**src/rtl/ysyx_22040386_pkg.sv**
```systemverilog
// Shared definitions for the ysyx_22040386 load/store unit: FSM states,
// funct3 mask encodings and the alignment/strobe helpers.
package ysyx_22040386_pkg;

    localparam int XLEN = 64;

    typedef enum logic [1:0] {
        IDLE = 2'd0,
        REQ  = 2'd1,
        RSP  = 2'd2,
        DONE = 2'd3
    } lsu_state_e;

    localparam logic [2:0] MASK_B  = 3'b000;
    localparam logic [2:0] MASK_H  = 3'b001;
    localparam logic [2:0] MASK_W  = 3'b010;
    localparam logic [2:0] MASK_D  = 3'b011;
    localparam logic [2:0] MASK_BU = 3'b100;
    localparam logic [2:0] MASK_HU = 3'b101;
    localparam logic [2:0] MASK_WU = 3'b110;

    // An access is aligned when the offset has no bits below the access size.
    function automatic logic misaligned(input logic [2:0] off, input logic [1:0] size_log2);
        logic [2:0] low_bits;
        case (size_log2)
            2'd0:    low_bits = 3'b000;
            2'd1:    low_bits = 3'b001;
            2'd2:    low_bits = 3'b011;
            2'd3:    low_bits = 3'b111;
            default: low_bits = 3'b111;
        endcase
        return (off & low_bits) != 3'b000;
    endfunction

    function automatic logic [7:0] strobe(input logic [2:0] off, input logic [1:0] size_log2);
        logic [7:0] base;
        case (size_log2)
            2'd0:    base = 8'h01;
            2'd1:    base = 8'h03;
            2'd2:    base = 8'h0F;
            2'd3:    base = 8'hFF;
            default: base = 8'h00;
        endcase
        return base << off;
    endfunction

endpackage

```
**src/rtl/ysyx_22040386_lsu_if.sv**
```systemverilog
// Single-outstanding valid/ready data-memory port between the LSU (master)
// and the data memory (slave).
interface ysyx_22040386_lsu_if;
    import ysyx_22040386_pkg::*;

    logic            o_mem_req_valid;
    logic            i_mem_req_ready;
    logic [XLEN-1:0] o_mem_addr;
    logic            o_mem_wen;
    logic [XLEN-1:0] o_mem_wdata;
    logic [7:0]      o_mem_wstrb;
    logic            i_mem_rsp_valid;
    logic [XLEN-1:0] i_mem_rdata;

    modport master (
        output o_mem_req_valid, o_mem_addr, o_mem_wen, o_mem_wdata, o_mem_wstrb,
        input  i_mem_req_ready, i_mem_rsp_valid, i_mem_rdata
    );

    modport slave (
        input  o_mem_req_valid, o_mem_addr, o_mem_wen, o_mem_wdata, o_mem_wstrb,
        output i_mem_req_ready, i_mem_rsp_valid, i_mem_rdata
    );

endinterface

```
**src/rtl/ysyx_22040386_load_ext.sv**
```systemverilog
// Load data formatter: shifts the addressed bytes of an aligned 8-byte word
// down to bit 0 and sign/zero extends them according to funct3.
module ysyx_22040386_load_ext
    import ysyx_22040386_pkg::*;
(
    input  logic [XLEN-1:0] i_rdata,
    input  logic [2:0]      i_off,
    input  logic [2:0]      i_mask,
    output logic [XLEN-1:0] o_data
);

    logic [XLEN-1:0] w_raw;

    // Byte-lane shift followed by width-dependent extension.
    always_comb begin
        w_raw  = i_rdata >> {i_off, 3'b000};
        o_data = w_raw;
        case (i_mask)
            MASK_B:  o_data = {{56{w_raw[7]}},  w_raw[7:0]};
            MASK_H:  o_data = {{48{w_raw[15]}}, w_raw[15:0]};
            MASK_W:  o_data = {{32{w_raw[31]}}, w_raw[31:0]};
            MASK_D:  o_data = w_raw;
            MASK_BU: o_data = {56'h0, w_raw[7:0]};
            MASK_HU: o_data = {48'h0, w_raw[15:0]};
            MASK_WU: o_data = {32'h0, w_raw[31:0]};
            default: o_data = w_raw;
        endcase
    end

endmodule

```
**src/rtl/ysyx_22040386_lsu.sv**
```systemverilog
// MEM-stage load/store unit: accepts one execute bundle at a time, runs at most
// one memory transaction, and presents a registered writeback bundle to WB.
module ysyx_22040386_lsu
    import ysyx_22040386_pkg::*;
(
    input  logic                 clk,
    input  logic                 rst_n,
    input  logic                 i_valid,
    output logic                 o_ready,
    input  logic [XLEN-1:0]      i_ALUresult,
    input  logic [XLEN-1:0]      i_reg_wr_data,
    input  logic [XLEN-1:0]      i_mem_wr_data,
    input  logic [2:0]           i_mem_mask,
    input  logic                 i_MemRead,
    input  logic                 i_MemWrite,
    input  logic                 i_RegWrite,
    input  logic [4:0]           i_reg_wr_addr,
    ysyx_22040386_lsu_if.master  mem,
    output logic                 o_valid,
    input  logic                 i_ready,
    output logic [4:0]           o_reg_wr_addr,
    output logic                 o_RegWrite,
    output logic [XLEN-1:0]      o_reg_wr_data,
    output logic                 o_misalign
);

    lsu_state_e      r_state,  w_state_n;
    logic [XLEN-1:0] r_addr,   w_addr_n;
    logic [XLEN-1:0] r_wdata,  w_wdata_n;
    logic [7:0]      r_wstrb,  w_wstrb_n;
    logic            r_wen,    w_wen_n;
    logic [2:0]      r_off,    w_off_n;
    logic [2:0]      r_mask,   w_mask_n;
    logic [4:0]      r_rd,     w_rd_n;
    logic            r_rw,     w_rw_n;
    logic [XLEN-1:0] r_data,   w_data_n;
    logic            r_mis,    w_mis_n;
    logic [2:0]      w_off;
    logic            w_mis;
    logic [XLEN-1:0] w_ext;

    ysyx_22040386_load_ext u_load_ext (
        .i_rdata (mem.i_mem_rdata),
        .i_off   (r_off),
        .i_mask  (r_mask),
        .o_data  (w_ext)
    );

    // Next-state and next-register logic; the bundle is latched only in IDLE.
    always_comb begin
        w_off     = i_ALUresult[2:0];
        w_mis     = misaligned(w_off, i_mem_mask[1:0]);
        w_state_n = r_state;
        w_addr_n  = r_addr;
        w_wdata_n = r_wdata;
        w_wstrb_n = r_wstrb;
        w_wen_n   = r_wen;
        w_off_n   = r_off;
        w_mask_n  = r_mask;
        w_rd_n    = r_rd;
        w_rw_n    = r_rw;
        w_data_n  = r_data;
        w_mis_n   = r_mis;
        case (r_state)
            IDLE: begin
                if (i_valid) begin
                    w_addr_n  = {i_ALUresult[XLEN-1:3], 3'b000};
                    w_off_n   = w_off;
                    w_mask_n  = i_mem_mask;
                    w_wen_n   = i_MemWrite;
                    w_rd_n    = i_reg_wr_addr;
                    w_rw_n    = i_RegWrite;
                    w_mis_n   = 1'b0;
                    w_wstrb_n = i_MemWrite ? strobe(w_off, i_mem_mask[1:0]) : 8'h00;
                    w_wdata_n = i_MemWrite ? (i_mem_wr_data << {w_off, 3'b000}) : 64'h0;
                    if (!(i_MemRead || i_MemWrite)) begin
                        w_data_n  = i_reg_wr_data;
                        w_state_n = DONE;
                    end else if (w_mis) begin
                        w_mis_n   = 1'b1;
                        w_rw_n    = 1'b0;
                        w_data_n  = 64'h0;
                        w_state_n = DONE;
                    end else begin
                        w_data_n  = 64'h0;
                        w_state_n = REQ;
                    end
                end else begin
                    w_state_n = IDLE;
                end
            end
            REQ: begin
                // A response seen here is a protocol error and is dropped.
                if (mem.i_mem_req_ready) begin
                    w_state_n = RSP;
                end else begin
                    w_state_n = REQ;
                end
            end
            RSP: begin
                if (mem.i_mem_rsp_valid) begin
                    w_data_n  = r_wen ? 64'h0 : w_ext;
                    w_state_n = DONE;
                end else begin
                    w_state_n = RSP;
                end
            end
            DONE: begin
                if (i_ready) begin
                    w_state_n = IDLE;
                end else begin
                    w_state_n = DONE;
                end
            end
            default: w_state_n = IDLE;
        endcase
    end

    // State and bundle registers.
    always_ff @(posedge clk or negedge rst_n) begin
        if (!rst_n) begin
            r_state <= IDLE;
            r_addr  <= 64'h0;
            r_wdata <= 64'h0;
            r_wstrb <= 8'h00;
            r_wen   <= 1'b0;
            r_off   <= 3'b000;
            r_mask  <= 3'b000;
            r_rd    <= 5'd0;
            r_rw    <= 1'b0;
            r_data  <= 64'h0;
            r_mis   <= 1'b0;
        end else begin
            r_state <= w_state_n;
            r_addr  <= w_addr_n;
            r_wdata <= w_wdata_n;
            r_wstrb <= w_wstrb_n;
            r_wen   <= w_wen_n;
            r_off   <= w_off_n;
            r_mask  <= w_mask_n;
            r_rd    <= w_rd_n;
            r_rw    <= w_rw_n;
            r_data  <= w_data_n;
            r_mis   <= w_mis_n;
        end
    end

    assign o_ready             = (r_state == IDLE);
    assign o_valid             = (r_state == DONE);
    assign mem.o_mem_req_valid = (r_state == REQ);
    assign mem.o_mem_addr      = r_addr;
    assign mem.o_mem_wen       = r_wen;
    assign mem.o_mem_wdata     = r_wdata;
    assign mem.o_mem_wstrb     = r_wstrb;
    assign o_reg_wr_addr       = r_rd;
    assign o_RegWrite          = r_rw;
    assign o_reg_wr_data       = r_data;
    assign o_misalign          = r_mis;

endmodule

```
**src/flat_wrapper.sv**
```systemverilog
// flat-port wrapper written by rule: the top's interface ports become plain ports
module ysyx_22040386_lsu_flat import ysyx_22040386_pkg::*;
  (clk, rst_n, i_valid, o_ready, i_ALUresult, i_reg_wr_data, i_mem_wr_data, i_mem_mask, i_MemRead, i_MemWrite, i_RegWrite, i_reg_wr_addr, o_valid, i_ready, o_reg_wr_addr, o_RegWrite, o_reg_wr_data, o_misalign, mem_o_mem_req_valid, mem_o_mem_addr, mem_o_mem_wen, mem_o_mem_wdata, mem_o_mem_wstrb, mem_i_mem_req_ready, mem_i_mem_rsp_valid, mem_i_mem_rdata);
  ysyx_22040386_lsu_if mem_i ();
  input  logic clk;
  input  logic rst_n;
  input  logic i_valid;
  output logic o_ready;
  input  logic [XLEN-1:0] i_ALUresult;
  input  logic [XLEN-1:0] i_reg_wr_data;
  input  logic [XLEN-1:0] i_mem_wr_data;
  input  logic [2:0] i_mem_mask;
  input  logic i_MemRead;
  input  logic i_MemWrite;
  input  logic i_RegWrite;
  input  logic [4:0] i_reg_wr_addr;
  output logic o_valid;
  input  logic i_ready;
  output logic [4:0] o_reg_wr_addr;
  output logic o_RegWrite;
  output logic [XLEN-1:0] o_reg_wr_data;
  output logic o_misalign;
  output wire logic [$bits(mem_i.o_mem_req_valid)-1:0] mem_o_mem_req_valid;
  output wire logic [$bits(mem_i.o_mem_addr)-1:0] mem_o_mem_addr;
  output wire logic [$bits(mem_i.o_mem_wen)-1:0] mem_o_mem_wen;
  output wire logic [$bits(mem_i.o_mem_wdata)-1:0] mem_o_mem_wdata;
  output wire logic [$bits(mem_i.o_mem_wstrb)-1:0] mem_o_mem_wstrb;
  input wire logic [$bits(mem_i.i_mem_req_ready)-1:0] mem_i_mem_req_ready;
  input wire logic [$bits(mem_i.i_mem_rsp_valid)-1:0] mem_i_mem_rsp_valid;
  input wire logic [$bits(mem_i.i_mem_rdata)-1:0] mem_i_mem_rdata;
  assign mem_o_mem_req_valid = mem_i.o_mem_req_valid;
  assign mem_o_mem_addr = mem_i.o_mem_addr;
  assign mem_o_mem_wen = mem_i.o_mem_wen;
  assign mem_o_mem_wdata = mem_i.o_mem_wdata;
  assign mem_o_mem_wstrb = mem_i.o_mem_wstrb;
  assign mem_i.i_mem_req_ready = mem_i_mem_req_ready;
  assign mem_i.i_mem_rsp_valid = mem_i_mem_rsp_valid;
  assign mem_i.i_mem_rdata = mem_i_mem_rdata;
  ysyx_22040386_lsu u_core (.clk(clk), .rst_n(rst_n), .i_valid(i_valid), .o_ready(o_ready), .i_ALUresult(i_ALUresult), .i_reg_wr_data(i_reg_wr_data), .i_mem_wr_data(i_mem_wr_data), .i_mem_mask(i_mem_mask), .i_MemRead(i_MemRead), .i_MemWrite(i_MemWrite), .i_RegWrite(i_RegWrite), .i_reg_wr_addr(i_reg_wr_addr), .mem(mem_i), .o_valid(o_valid), .i_ready(i_ready), .o_reg_wr_addr(o_reg_wr_addr), .o_RegWrite(o_RegWrite), .o_reg_wr_data(o_reg_wr_data), .o_misalign(o_misalign));
endmodule
```
**config.mk**
```make
export PLATFORM = sky130hd
export DESIGN_NAME = ysyx_22040386_lsu_flat
export DESIGN_NICKNAME = d
export VERILOG_FILES = /design/src/rtl/ysyx_22040386_pkg.sv /design/src/rtl/ysyx_22040386_lsu_if.sv /design/src/rtl/ysyx_22040386_load_ext.sv /design/src/rtl/ysyx_22040386_lsu.sv /design/src/flat_wrapper.sv
export SDC_FILE = /design/constraint.sdc
export NUM_CORES = 1
export LEC_CHECK = 0
export ABC_AREA = 1
export BUFFER_PORTS_ARGS = -buffer_cell sky130_fd_sc_hd__buf_2
export CAP_MARGIN = 5
export CORE_AREA = 2 2 189 191
export DETAILED_ROUTE_END_ITERATION = 8
export DIE_AREA = 0 0 191 193
export PLACE_DENSITY = 0.73
export SKIP_CTS_REPAIR_TIMING = 1
export SYNTH_ARGS = -nofsm -noshare
export SYNTH_HDL_FRONTEND = slang
export SYNTH_HIERARCHICAL = 1
export SYNTH_SLANG_ARGS = --single-unit
export TNS_END_PERCENT = 5
```
**constraint.sdc**
```tcl
create_clock -name clk -period 1.6 [get_ports clk]
set_clock_uncertainty 0.2 [all_clocks]
set_input_delay 0.16 -clock clk [delete_from_list [all_inputs] [get_ports clk]]
set_output_delay 0.16 -clock clk [all_outputs]
set_load 0.01 [all_outputs]
```
Word level (Yosys, flattened, before mapping):

Cells that the tools add are included.

* equality and inequality tests: 13
* shifts and indexed selects: 3
* mux-type cells: 23
* bitwise gates (word level): 1
* reductions and logical operators: 8

Operators by type and width (number)
* one-hot mux 64 bit (6 select lines): 1
* 2-to-1 mux 64 bit: 5
* one-hot mux 64 bit (2 select lines): 1
* left shift 64 x 6 -> 64 bit: 1
* right shift 64 x 6 -> 64 bit: 1
* one-hot mux 8 bit (4 select lines): 1
* 2-to-1 mux 8 bit: 3
* one-hot mux 3 bit (4 select lines): 1
* 2-to-1 mux 2 bit: 5
* == test 3 bit, second input constant: 3
* == test 2 bit, second input constant: 4
* one-hot mux 2 bit (4 select lines): 1
* left shift 8 x 3 -> 8 bit: 1
* 2-to-1 mux 1 bit: 5
* == test 2 x 1 -> 1 bit, second input constant: 2
* zero test 2 bit: 2
* inequality test 2 bit, second input constant: 2
* bitwise AND 3 bit: 1
* == test 3 x 1 -> 1 bit, second input constant: 1
* == test 3 x 2 -> 1 bit, second input constant: 1
* zero test 3 bit: 1
* AND reduction 3 bit: 1
* nonzero test 3 bit: 1
* AND reduction 2 bit: 1
* other kinds (2): 2

* bits in registers: 213
* output and inout bits: 211

Depth between registers and ports, before layout:

Gate-level depths: netlist of run 1.

* depth after elaboration: 8
* gate-level depth with buffers: 15
* gate-level depth less buffers: 13

Cells and area by module:

The synthesis of run 1 kept the hierarchy.

Modules (own cells, without submodules)
* ysyx_22040386_lsu: times used 1, cells an instance 1563, area an instance 10779.1 µm², seq. area each 5330.1 µm²
* ysyx_22040386_load_ext: times used 1, cells an instance 492, area an instance 2454.9 µm², seq. area each 0.0 µm²

Worst setup path before layout of run 1:

OpenSTA, ideal clock, no wires.

* path type: register to register
* start point: register u_core.r_off[0]
* end point: register u_core.r_data[36], in the netlist u_core/o_reg_wr_data[36]
* library setup time: 0.117 ns
* arrival time: 1.479 ns
* data required time: 1.283 ns
* slack: -0.195 ns
* cell stages (with the launch flop): 12
* clock period less this slack: 1.795 ns
* path through: dfrtp_1 -> buf_6 -> buf_6 -> or2_2 -> o21ai_1 -> nand2_1 -> nand3_1 -> nand4_2 -> nand2_1 -> nand2_1 -> nand2_1 -> nand2_1

* cells in the longest elaborated chain, start to end: 5

RTL lines
* start: declaration: line ysyx_22040386_lsu.sv:32 `logic [2:0] r_off, w_off_n;`
* start signal: assignment: line ysyx_22040386_lsu.sv:139 `r_off <= w_off_n;`
* right shift 64 x 6 -> 64 bit: line ysyx_22040386_load_ext.sv:16 `w_raw = i_rdata >> {i_off, 3'b000};`
* one-hot mux 64 bit (6 select lines): line ysyx_22040386_load_ext.sv:18 `case (i_mask)`
* via u_core.w_ext[36]: line ysyx_22040386_lsu.sv:40 `logic [XLEN-1:0] w_ext;`
* 2-to-1 mux 64 bit: line ysyx_22040386_lsu.sv:102 `w_data_n = r_wen ? 64'h0 : w_ext;`
* 2-to-1 mux 64 bit: line ysyx_22040386_lsu.sv:101 `if (mem.i_mem_rsp_valid) begin`
* one-hot mux 64 bit (2 select lines): line ysyx_22040386_lsu.sv:64 `case (r_state)`
* end signal: assignment: line ysyx_22040386_lsu.sv:143 `r_data <= w_data_n;`
* end: declaration: line ysyx_22040386_lsu.sv:36 `logic [XLEN-1:0] r_data, w_data_n;`

The timed path passes the listed nets, and every way through them passes these cells. The select of a mux whose other input is x is not followed.
A chain may end at the register's enable or synchronous reset.

Final worst setup path of run 1:

* start point: register u_core.r_off[0]
* end point: register u_core.r_data[21], in the netlist u_core/o_reg_wr_data[21]

The elaborated chain is that of the path after synthesis.

==> impl_results.md, run 1 <==
* Status: complete, but fails checks
* Failing checks: hold timing, setup timing
* Pre-CTS setup slack at -519.6 ps
* Commonest non-fill, non-tap cell in the layout: nand2_1
* Final Util at 59.06%
* Global-route wire length before repair at 81660 µm
* Clock transition at path regs at ~60 ps
* Tightest Pin Transition at 555.0 ps
* Final Hold Violating Endpoints at 3
* GRT overflow at 0
* Crit end category: flop
* Gpl congestion at 0.9962
* Top FF cell, synth: dfrtp_1
* DR vias/cell at 5.219
* FP Rows at 69
* HP Class: input port to flop
* Warnings, synthesis at 6
* Post-synth EDFFs at 0
* Sequential area share after synthesis at 40.28%
* Period minus WS final at slightly above 2000 ps
* Placeable Area at 34960 µm²
* VDD IR max at 1.146 mV
* DRT antenna net count at 0
* Kind of critical path: flop to flop
* Hold Path Depth at 7
* First-pass DRT Iterations at 6
* Commonest non-fill, non-tap cells in the layout: 1172 x nand2_1, 478 x buf_2, 232 x dlygate4sd3_1
* DR DRC count at 0
* Async SR Flop Fraction at 100.0%
* P_sw at 0.01531 W
* Fill cell count at 3106
* Flop pwr share at about a quarter
* Crit path launch type: flop
* Combinational Power Share at 56.0%
* Internal power at ~0.019 W
* Leakage at 11.91 nW
* Slew Limit Fails at 0
* Fin worst setup slack at -430.1 ps
* Vias in the first global route at 14960
* Ports at between 400 and 500
* Die area at 36860 µm²
* Pwr/cell area at about 1700 nW/µm²
* Max FO, Critical Path at 13
* Final hold slack at -21.20 ps
* DR iter-0 viols at between 1500 and 2000
* Cell area after layout at 20650 µm²
* Initial antenna violation count at 7
* Max_slew headroom at between 60 and 70%
* Net Sw Frac at 44.84%
* Starting Density at a little under two fifths
* Clk Latency, worst-skew pair at 550 ps
* Distinct cells, synth at 33
* All-Layer GR Usage at 28.28%
* CTS root buffer: clkbuf_16
* RSZ-0062 raised after global routing: true
* Die height at roughly 190 µm
* Drt wl/cell at 18.23 µm
* Clk sinks at 213
* Max clock buf depth at 3
* Fin crit share at 126.9%
* Final setup viols at 76
* Area grow syn2layout at 56.04%
* Synth Area per Inst at 6.440 µm²
* Synthesized instance count at 2055
* Worst Path Arrival at 2270 ps
* NumNets Final at 3087
* H-tree levels at 1
* Area post-placement at roughly 17000 µm²
* Largest net degree at the start of global routing at between 60 and 70
* R2R depth at 12
* Share of layout cells above drive strength 1 at roughly 27%
* Clock Power Share at 17.9%
* Port-buffer cells at 480
* Maxcap violations at 0
* Die Wd at about 190 µm
* Post-synthesis register bit count at 213
* Hpwl dp at a little over 40000 µm
* Max frequency at 0.4926 GHz
* TritonCTS clock tree: done
* Total CTS buffers at 25
* Netlist Area Pre-Place at 13230 µm²
* Wirelength, routed at roughly 60000 µm
* Vias after detailed routing at 17210
* Crit path required time at 1840 ps
==> Yosys cell counts, drive strengths merged, types with 7 or more instances <==
library cell / count / area, µm²
buf: 100 / 625.6
clkbuf: 43 / 161.4
nand2: 1192 / 4499
o211ai: 17 / 127.6
nand4: 33 / 269.0
o21ai: 65 / 325.3
nor2: 43 / 183.9
inv: 80 / 302.8
dfrtp: 213 / 5330
a21oi: 15 / 75.07
nand3: 237 / 1211
or2: 7 / 43.79
==> metrics by stage <==
stage                     instances  setup TNS (ps)  hold WS [ps]  total power, W
after global routing           3297          -34830         18.93         0.03636
after detailed placement       3010          -25610        -110.8         0.02626
final                          3298          -22750        -21.20         0.03415
after floorplan                2057           -7639        -335.6         0.01850
after CTS                      3056          -28040        -694.0         0.03253
after global placement         3010          -20740        -113.6         0.02598
==> final cells by class <==
type                            count  area (µm²)  area share [%]
Clock inverter                     17       209.0           1.012
Tap cell                          461       576.8           2.793
Inverter                           80       312.8           1.515
Clock buffer                       29       650.6           3.151
Sequential cell                   213        5331           25.82
Antenna cell                        4       10.01         0.04847
Timing Repair Buffer              873        6507           31.51
Multi-Input combinational cell   1621        7052           34.15
==> per-layer routing <==
metal | vias up | share of wire (%) | track usage (%)
met5 | - | 0.072 | 0
met4 | 6 | 5.6 | 12.31
met3 | 253 | 8.9 | 4.905
met2 | 1115 | 49 | 49.00
met1 | 7862 | 36 | 34.62
li1 | 7976 | - | -
==> sequential cells by signal, indices dropped and copies added, names as in the netlist <==
register                count
u_core/o_reg_wr_addr        5
u_core/o_reg_wr_data       64
u_core/r_off                3
u_core/r_mask               3
u_core/mem.o_mem_wstrb      8
u_core/r_state              2
u_core/o_RegWrite           1
u_core/o_misalign           1
u_core/mem.o_mem_wen        1
u_core/mem.o_mem_addr      61
u_core/mem.o_mem_wdata     64
==> logic make-up after synthesis <==
group | synth area share [%]
mux | 0.2269
flops | 40.28
simple gates | 47.06
buf+inv | 8.235
compound gates | 4.169
other cells | 0.02834
==> power groups by stage <==
stage	clock, W	combinational [W]	sequential, W
2_1_floorplan	0	0.00885	0.00965
3_3_place_gp	0	0.0172	0.00880
3_5_place_dp	0	0.0175	0.00881
4_1_cts	0.00623	0.0175	0.00881
5_1_grt	0.00645	0.0208	0.00911
6_report	0.00611	0.0191	0.00891
==> critical path: stages, from the launching register on <==
cell and delay, ps:
dfrtp_2 410, clkinv_4 110, clkbuf_16 190, buf_4 160
o21ai_4 120, o21ai_1 90, o21ai_2 220, buf_4 150
nand2_1 50, nand2_1 60, nand2_1 50, nand2_1 60
nand2_1 60
==> path summary, 6_finish.rpt <==
kind | start | end | slack, ps
worst max-delay path | u_core/r_off[0] | u_core/o_reg_wr_data[21] | -430
worst min-delay path | i_MemRead | u_core/o_RegWrite | -20
worst max register to register | u_core/r_off[0] | u_core/o_reg_wr_data[21] | -430
worst min register to register | u_core/o_reg_wr_data[37] | u_core/o_reg_wr_data[37] | 280
max in group asynchronous | rst_n | u_core/r_off[0] | 120
min in group asynchronous | rst_n | u_core/o_reg_wr_data[42] | 460
(Power assumes the default switching activity.)
==> run 2: changes to the inputs <==
CAP_MARGIN = default   (was 5)
CORE_AREA = 2 2 190 192   (was 2 2 189 191)
DIE_AREA = 0 0 192 194   (was 0 0 191 193)
PLACE_DENSITY = 0.7   (was 0.73)
clock period = 2.16 ns   (was 1.6 ns; I/O delays follow)
==> run 2 against run 1 <==
The flow finishes with violations (hold timing). Sequential cell count unchanged. Power down 31%. Worst setup slack better by 490 ps. Count of clock-buffer cells in the layout rose by 4. Register-to-register slack improved by 490 ps. Maximum frequency decreased by 3.4%. Combinational power fell by 34%. Sequential power fell by 26%. Global-route usage shrank 0.18 points. Critical path depth fell by 1. Final area decreased by 7.5%. Final cell count fell by 4.0%. Critical path type unchanged.
==> impl_results.md, run 2 (same netlist as run 1, synthesis figures left out) <==
* GR met1 Demand/Resource at between 30% and 40%
* Crit path required time at 2390 ps
* Pwr/cell area at 1238 nW/µm²
* Vias after detailed routing at 16580
* DR DRC count at 0
* Fin crit share at 97.31%
* Max_slew headroom at ~54%
* Die area at between 30000 and 40000 µm²
* Slew Limit Fails at 0
* Global-route wire length before repair at between 80000 and 90000 µm
* Fill cell count at 3355
* Leakage at ~11 nW
* Max FO, Critical Path at 24
* All-Layer GR Usage at 28.10%
* Worst Path Arrival at 2330 ps
* Vias in the first global route at 14850
* Die Wd at 192 µm
* First-pass DRT Iterations at 6
* Starting Density at 37.57%
* Area post-placement at roughly 16000 µm²
* Hpwl dp at 40270 µm
* Area grow syn2layout at 44.29%
* Commonest non-fill, non-tap cells in the layout: 1182 x nand2_1, 479 x buf_2, 232 x nand3_1
* Crit path launch type: flop
* Worst-path cell chain: buf_12, buf_12, or2_2, o21ai_1, nand2_1, nand3_1, nand4_1, nand2_1, nand2_1, nand2_1, nand2_1
* Failing checks: hold timing
* R2R Setup Slk at a little under 60 ps
* Wirelength, routed at 58410 µm
* Max clock buf depth at 3
* Maxcap violations at 0
* Most used cell, CP: nand2_1
* Final setup viols at 0
* Max incr delay on CP at around 450 ps
* Initial antenna violation count at 6
* DR vias/cell at 5.236
* Crit end category: flop
* Final Hold Violating Endpoints at 28
* DRT antenna net count at 0
* RSZ-0062 raised after global routing: true
* Port-buffer cells at 480
* Final hold slack at -50.31 ps
* CTS root buffer: clkbuf_16
* Clk Latency, worst-skew pair at 540 ps
* Die height at 194 µm
* TritonCTS clock tree: done
* Placeable Area at ~35000 µm²
* Clk sinks at 213
* Hold Path Depth at 7
* Period minus WS final at ~2100 ps
* VDD IR max at 0.7870 mV
* Max frequency at 0.4758 GHz
* Cell area after layout at 19100 µm²
* GRT overflow at 0
* FP Rows at between 60 and 70
* Slowest-stage cell, CP: dfrtp_2
* Largest net degree at the start of global routing at approximately 120
* Layer with the highest usage: met2
* Ports at 484
* Commonest non-fill, non-tap cell in the layout: nand2_1
* NumNets Final at 2956
* Share of layout cells above drive strength 1 at 23.84%
* Gpl congestion at 0.9430
* Tightest Pin Transition at 691.1 ps
* Fin worst setup slack at 58.12 ps
* HP Class: input port to flop
* H-tree levels at 1
* Pre-CTS setup slack at 57.96 ps
* Kind of critical path: flop to flop
* Met2 GRT Util at 47.87%
* Clock transition at path regs at 60 ps
* Total CTS buffers at 26
* Drt wl/cell at ~18 µm
* Grt met3 use at approximately 5.3%
* Status: complete, but fails checks
* DR iter-0 viols at approximately 1300
* R2R depth at 11
[run 2: cell types whose count changed in the layout (fill, tap and decap cells not counted), moves of 5 or more]
cell | before | now
nand2_1 | 1172 | 1182
buf_4 | 113 | 49
o21ai_0 | 32 | 42
buf_6 | 7 | 2
nand2_2 | 16 | 6
nand3_1 | 219 | 232
nand3_2 | 16 | 4
buf_12 | 38 | 22
o21ai_2 | 9 | 0
dlygate4sd3_1 | 232 | 185
[run 2: through the flow]
step,total power [W],TNS [ps],instances,utilization [%],hold slack (ps)
final,0.02365,0,3167,54.21,-50.31
after global routing,0.02522,-86.63,3166,54.21,1.668
after CTS,0.02290,0,2971,48.60,-601.3
after detailed placement,0.01839,0,2925,46.21,-23.75
after global placement,0.01823,0,2925,46.21,-31.38
after floorplan,0.01369,0,2057,-,-279.6
[run 2: where the power goes]
| part | switching, W | internal (W) |
|---|---|---|
| sequential | 0.00103 | 0.00556 |
| clock | 0.00185 | 0.00255 |
| combinational | 0.00806 | 0.00459 |
| total | 0.0109 | 0.0127 |
[run 2: routing by layer]
layer  up-vias  routed length, µm
met1      7737              21800
met3       189               5326
met2       960              28340
met4         2               2940
li1       7693                  -
met5         -                 13
[run 2: worst max-delay path, delay by kind of cell (launching register included)]
kind	cells	cell delay, ps
AND/OR/NAND/NOR	8	930
buffers and inverters	2	320
AO/OA/AOI/OAI	1	100
flip-flops	1	450
[run 2: layout make-up]
cell class / count / area (µm²) / share of cell area (%)
repair inverters: 1 / 6.256 / 0.03276
well taps: 461 / 576.8 / 3.021
diodes: 5 / 12.51 / 0.06552
flip-flops and latches: 213 / 5331 / 27.92
clock buffers: 33 / 706.9 / 3.702
inverters: 80 / 312.8 / 1.638
repair buffers: 740 / 5145 / 26.94
multi-input cells: 1621 / 6868 / 35.97
clock inverters: 13 / 136.4 / 0.7142
[run 2: path summary, 6_finish.rpt]
| kind | start | end |
|---|---|---|
| setup / recovery | u_core/r_off[0] | u_core/o_reg_wr_data[32] |
| hold / removal | i_mem_wr_data[36] | u_core/mem.o_mem_wdata[36] |
| setup reg to reg | u_core/r_off[0] | u_core/o_reg_wr_data[32] |
| hold reg to reg | u_core/mem.o_mem_addr[6] | u_core/mem.o_mem_addr[6] |
| max in group asynchronous | rst_n | u_core/r_off[0] |
| min in group asynchronous | rst_n | u_core/o_reg_wr_data[36] |
